[src/rtl/exce_handler_seq.sv]
// Exception sequencer: latches cause and EPC, then reads the handler byte
// from the exception vector area and loads it into PC while stalling the main control.
module exce_handler_seq #(
    parameter int unsigned MEM_LAT    = 1,
    parameter logic [31:0] EPC_OFFSET = 32'd4
) (
    input  logic        clk,
    input  logic        reset_n,
    input  logic        exc_opcode,
    input  logic        exc_overflow,
    input  logic        exc_div0,
    input  logic [31:0] pc_in,
    input  logic [7:0]  mem_byte,
    output logic [1:0]  escolha,
    output logic        mem_rd,
    output logic [31:0] epc_out,
    output logic        epc_we,
    output logic [31:0] pc_novo,
    output logic        pc_we,
    output logic [1:0]  exc_cause,
    output logic        busy
);

    localparam logic [1:0] S_IDLE = 2'd0;
    localparam logic [1:0] S_SAVE = 2'd1;
    localparam logic [1:0] S_READ = 2'd2;
    localparam logic [1:0] S_LOAD = 2'd3;

    localparam logic [2:0] LAT3 = 3'(MEM_LAT);

    logic [1:0]  state_q, state_d;
    logic [2:0]  cnt_q, cnt_d;
    logic [1:0]  escolha_q, escolha_d;
    logic        mem_rd_q, mem_rd_d;
    logic [31:0] epc_q, epc_d;
    logic        epc_we_q, epc_we_d;
    logic [31:0] pc_novo_q, pc_novo_d;
    logic        pc_we_q, pc_we_d;
    logic [1:0]  cause_q, cause_d;
    logic        busy_q, busy_d;

    // Outputs are computed one state ahead so every port comes straight from a flop.
    always_comb begin
        state_d   = state_q;
        cnt_d     = cnt_q;
        cause_d   = cause_q;
        epc_d     = epc_q;
        pc_novo_d = pc_novo_q;
        escolha_d = 2'b00;
        mem_rd_d  = 1'b0;
        epc_we_d  = 1'b0;
        pc_we_d   = 1'b0;
        busy_d    = 1'b0;
        case (state_q)
            S_IDLE: begin
                if (exc_opcode || exc_overflow || exc_div0) begin
                    state_d = S_SAVE;
                    if (exc_opcode)
                        cause_d = 2'b00;
                    else if (exc_overflow)
                        cause_d = 2'b01;
                    else
                        cause_d = 2'b10;
                    epc_d     = pc_in - EPC_OFFSET;
                    epc_we_d  = 1'b1;
                    busy_d    = 1'b1;
                    escolha_d = cause_d;
                end
            end
            S_SAVE: begin
                state_d   = S_READ;
                cnt_d     = LAT3;
                mem_rd_d  = 1'b1;
                busy_d    = 1'b1;
                escolha_d = cause_q;
            end
            S_READ: begin
                busy_d    = 1'b1;
                escolha_d = cause_q;
                if (cnt_q == 3'd1) begin
                    state_d   = S_LOAD;
                    pc_novo_d = {24'h0, mem_byte};
                    pc_we_d   = 1'b1;
                end else begin
                    cnt_d    = cnt_q - 3'd1;
                    mem_rd_d = 1'b1;
                end
            end
            S_LOAD: begin
                state_d = S_IDLE;
            end
            default: begin
                state_d = S_IDLE;
            end
        endcase
    end

    always_ff @(posedge clk) begin
        if (!reset_n) begin
            state_q   <= S_IDLE;
            cnt_q     <= '0;
            cause_q   <= '0;
            epc_q     <= '0;
            pc_novo_q <= '0;
            escolha_q <= '0;
            mem_rd_q  <= 1'b0;
            epc_we_q  <= 1'b0;
            pc_we_q   <= 1'b0;
            busy_q    <= 1'b0;
        end else begin
            state_q   <= state_d;
            cnt_q     <= cnt_d;
            cause_q   <= cause_d;
            epc_q     <= epc_d;
            pc_novo_q <= pc_novo_d;
            escolha_q <= escolha_d;
            mem_rd_q  <= mem_rd_d;
            epc_we_q  <= epc_we_d;
            pc_we_q   <= pc_we_d;
            busy_q    <= busy_d;
        end
    end

    assign escolha   = escolha_q;
    assign mem_rd    = mem_rd_q;
    assign epc_out   = epc_q;
    assign epc_we    = epc_we_q;
    assign pc_novo   = pc_novo_q;
    assign pc_we     = pc_we_q;
    assign exc_cause = cause_q;
    assign busy      = busy_q;

endmodule

[config.mk]
export PLATFORM = sky130hd
export DESIGN_NAME = exce_handler_seq
export DESIGN_NICKNAME = d
export VERILOG_FILES = /design/src/rtl/exce_handler_seq.sv
export SDC_FILE = /design/constraint.sdc
export NUM_CORES = 1
export LEC_CHECK = 0
export CAP_MARGIN = 20
export CORE_MARGIN = 5
export CORE_UTILIZATION = 43
export CTS_CLUSTER_DIAMETER = 100
export DETAILED_ROUTE_END_ITERATION = 12
export PLACE_DENSITY = 0.81
export SYNTH_ARGS = -nofsm -noshare
export SYNTH_HDL_FRONTEND = slang
export SYNTH_SLANG_ARGS = --single-unit
[constraint.sdc]
create_clock -name clk -period 2.7 [get_ports clk]
set_clock_uncertainty 0.05 [all_clocks]
set_input_delay 0.54 -clock clk [delete_from_list [all_inputs] [get_ports clk]]
set_output_delay 0.54 -clock clk [all_outputs]
set_load 0.01 [all_outputs]
-- After elaboration in Yosys (flattened, before gate mapping)
Cells that the tools add are included.
- flip-flop bits (word level): 53
- output and inout port bits: 72
- add/sub/neg operators: 2
- eq/ne operators: 7
- mux-type cells: 14
- reduce and logical (&&, ||, !) cells: 11
- operators by type and width (cell ; number):
    subtractor 32 x 3 -> 32 bit, second input constant ; 1
    AND reduction 2 bit ; 6
    2-to-1 mux 2 bit ; 5
    case mux 2 bit (4 select lines) ; 1
    inequality test 2 bit, second input constant ; 3
    case mux 3 bit (2 select lines) ; 1
    == test 2 bit, second input constant ; 2
    case mux 1 bit (2 select lines) ; 2
    case mux 2 bit (2 select lines) ; 1
    == test 3 x 1 -> 1 bit, second input constant ; 1
    2-to-1 mux 1 bit ; 3
    2-to-1 mux 3 bit ; 1
    subtractor 3 x 1 -> 3 bit, second input constant ; 1
    == test 2 x 1 -> 1 bit, second input constant ; 1
    logical NOT 2 bit ; 1
    logical OR 1 bit ; 2
    nonzero test 2 bit ; 1
    OR reduction 2 bit ; 1

-- Longest topological paths before layout
- word-level depth: 4
- gate-level depth with buffers: 8
- depth with buffers taken out: 6

-- Least setup slack after synthesis
No wires, ideal clock.
- path kind: input-to-reg
- from: in pc_in[19]
- to: reg epc_q[31] (netlist: epc_out[31])
- arrival: 2.342 ns
- path slack: 0.229 ns
- stages: 5
- path buffers: 1
- cell sequence: or4_1 -> buf_2 -> or4_4 -> or4_1 -> o211ai_1
- cells in the longest elaborated chain, start to end: 1
- ends and longest elaborated chain (what ; RTL line ; RTL):
    start: declaration ; 12 ; input logic [31:0] pc_in,
    subtractor 32 x 3 -> 32 bit ; 64 ; epc_d = pc_in - EPC_OFFSET;
    end signal: assignment ; 114 ; epc_q <= epc_d;
    end: declaration ; 35 ; logic [31:0] epc_q, epc_d;
Every way passes these cells.
A chain may end at the register's enable or synchronous reset.

-- Final worst setup path
Ends and elaborated chain as after synthesis.

==> impl_metrics.json <==
{
  "synth-edff-count": 0,
  "track_usage_pct": 18.4,
  "fin_crit_sh_pct": 96.3,
  "avgSynthCellArea_um2": 8.46,
  "crit_fanout": 5,
  "synth.area.top_cells": "dfxtp_1, buf_4, nor2_1",
  "root_buffer": "clkbuf_8",
  "initial_core_util_pct": 43.6,
  "synth_common_cells": "dfxtp_1, nor2_1, buf_4",
  "rsz0062_at_grt": "false",
  "finalNonFillerCells": 510,
  "via_count": 2712,
  "clkLatencyLatePin_ns": 0.30,
  "clk_path_buf_depth": 2,
  "crit_top_cell": "or4_1",
  "routed_wl_um": 7450,
  "drtIter0Drc": 112,
  "powerDensity_mw_per_mm2": 787,
  "cp_slowest_cell": "or4_1",
  "core_mm2": 0.00624,
  "startpoint_type": "input port",
  "period_needed_ns": 2.60,
  "grt_max_degree": 36,
  "synthArstFlopShare_pct": 0,
  "crit_cells": 5,
  "pwr-share-clk_pct": 18.4,
  "dp_cells": 502,
  "cts_max_level": 2,
  "cts_tree": "yes",
  "antennaDiodeCount": 0,
  "fmax_mhz": 385,
  "switchingPower_w": 0.00107,
  "p_leak_nw": 1.55,
  "critical-path-top-delay-family": "simple AND/OR/NAND/NOR gates",
  "intPower_w": 0.00204,
  "ys_types": 46,
  "cp_cell_sequence": "clkdlybuf4s50_1 -> or4_1 -> or4_4 -> or4_1 -> o211ai_1",
  "die_area_mm2": 0.00803,
  "cts.sink_count": 53,
  "holdWs_ns": 0.414,
  "die_y_um": 89.6,
  "overflow": 0,
  "final_nets": 484,
  "drc": 0,
  "die-width_um": 89.6,
  "syn_area_mm2": 0.00272,
  "setup_viol": 0,
  "critical_path_buf_inv_count": 1,
  "cpPeakStageDelay_ns": 0.57,
  "io_pins": 117,
  "gp_congestion": 0.862,
  "synth.yosys.warnings": 0,
  "hold_buffers": 0,
  "area_delta_synth_final_pct": 45.1,
  "rows": 29,
  "critPathKind": "input port to register",
  "routedWlPerCell_um": 14.6,
  "cp_data_required_time_ns": 2.88,
  "hold_path_class": "register to register",
  "slew_violations": 0,
  "cp-end-kind": "register",
  "hpwl_um": 5650,
  "cp.arrival_ns": 2.78,
  "postCtsSetupBuffers": 0,
  "cts_buffers": 5,
  "io_buffers": 92,
  "synth_top_cell_area_share_pct": 39.0,
  "switching_share_pct": 34.3,
  "power_frac_comb_pct": 44.0,
  "ant_nets": 0,
  "max-cap-violations": 0,
  "grt_pass1_wl_um": 11700,
  "ir_drop_v": 0.000465,
  "synthMostInstantiatedCell": "dfxtp_1",
  "yosysTopAreaCell": "dfxtp_1",
  "first_pass_iters": 4,
  "ys.flop_type": "dfxtp_1",
  "ys_seq_area_share_pct": 39.0,
  "slew-limit-headroom_pct": 58.5,
  "final_layout_size_suffix_gt1_share_pct": 11.8,
  "synthCells": 322,
  "antenna_found_initial": 0,
  "hold_viol": 0,
  "first_global_vias": 2568,
  "reg2reg_depth": 6,
  "worst_pin_slew_ns": 0.622,
  "p_seq_share_pct": 37.6,
  "synth-seq-cells": 53,
  "whs_path_depth": 2,
  "via_per_inst": 5.32,
  "path_clk_slew_ns": 0.10,
  "outcome": "complete, no violations"
}
[logic make-up after synthesis]
family | Yosys count | share of synthesized area, %
simple gates | 116 | 22.9
compound gates | 72 | 16.9
flops | 53 | 39.0
buf+inv | 51 | 10.4
xor+xnor | 12 | 3.86
mux | 10 | 3.67
fa+ha+maj | 7 | 3.22
other cells | 1 | 0.138
[worst paths after layout]
kind	start	endpoint	slack [ns]
max	pc_in[19]	epc_out[31]	0.10
min	epc_out[0]	epc_out[0]	0.41
max reg2reg	state_q[0]	epc_out[6]	0.64
min reg2reg	epc_out[0]	epc_out[0]	0.41
[metrics by stage]
| stage | setup TNS [ns] | utilization [%] | power [W] | setup WS, ns | instance area (µm²) |
|---|---|---|---|---|---|
| CTS | 0 | 63.3 | 0.00314 | 0.0837 | 3950 |
| global placement | -0.665 | 61.4 | 0.00253 | -0.146 | 3830 |
| global route | 0 | 63.3 | 0.00331 | 0.0258 | 3950 |
| floorplan | 0 | - | 0.00185 | 0.229 | 2810 |
| finish | 0 | 63.3 | 0.00311 | 0.100 | 3950 |
| detailed placement | -1.13 | 61.4 | 0.00256 | -0.189 | 3830 |
[power groups by stage]
stage	Sequential, W	Combinational [W]	Clock [W]
floorplan	0.00127	0.000571	0
global placement	0.00118	0.00135	0
detailed placement	0.00118	0.00137	0
CTS	0.00117	0.00138	0.000581
global route	0.00120	0.00150	0.000614
finish	0.00117	0.00137	0.000571
[sequential cells by signal, summed over array words and instances (netlist names)]
signal,flops
escolha,2
state_q,2
pc_novo,8
busy,1
epc_out,32
exc_cause,2
mem_rd,1
cnt_q,3
epc_we,1
pc_we,1
[tightest hold or removal path, stage by stage, from the launching register on]
cell	delay, ns
dfxtp_1	0.32
nand2_1	0.05
a21oi_1	0.05
[layout by cell type (no fill, tap or decap), drive strengths merged, types with 4 or more instances in the layout]
cell type | Yosys | routed
dfxtp | 53 | 53
nand3 | 14 | 14
xnor2 | 4 | 4
a211oi | 8 | 8
o21ai | 21 | 21
ha | 7 | 7
nor3 | 5 | 5
clkdlybuf4s50 | 0 | 92
clkbuf | 18 | 6
a31oi | 8 | 8
buf | 26 | 32
or4 | 10 | 10
nand2b | 4 | 4
nor4 | 4 | 4
o31ai | 8 | 8
a21oi | 14 | 14
nand2 | 13 | 13
xor2 | 8 | 8
nand4 | 5 | 5
mux2i | 10 | 10
or3 | 15 | 15
conb | 1 | 24
inv | 7 | 7
nor2 | 33 | 33
[routing by layer]
layer | wire (µm) | GRT usage (%) | vias up | part of all wire (%)
met5 | 0 | 0 | - | 0
met4 | 104 | 5.68 | 0 | 1.4
met3 | 468 | 3.10 | 10 | 6.3
met2 | 3730 | 33.0 | 100 | 50
met1 | 3140 | 22.4 | 1261 | 42
li1 | - | - | 1341 | -
[repair_timing]
action	4_1_cts	5_1_grt
endpoints found under the setup margin	0	1
hold endpoints to repair	0	0
resized for setup	0	1
[final cells by class]
class	count	area [µm²]
clock buffers	6	82.6
clock inverters	2	37.5
fillers	555	2290
inverters	7	26.3
multi-input cells	241	1480
flip-flops and latches	53	1060
well taps	77	96.3
repair buffers	124	1170
Power figures use the tool's default switching activity.
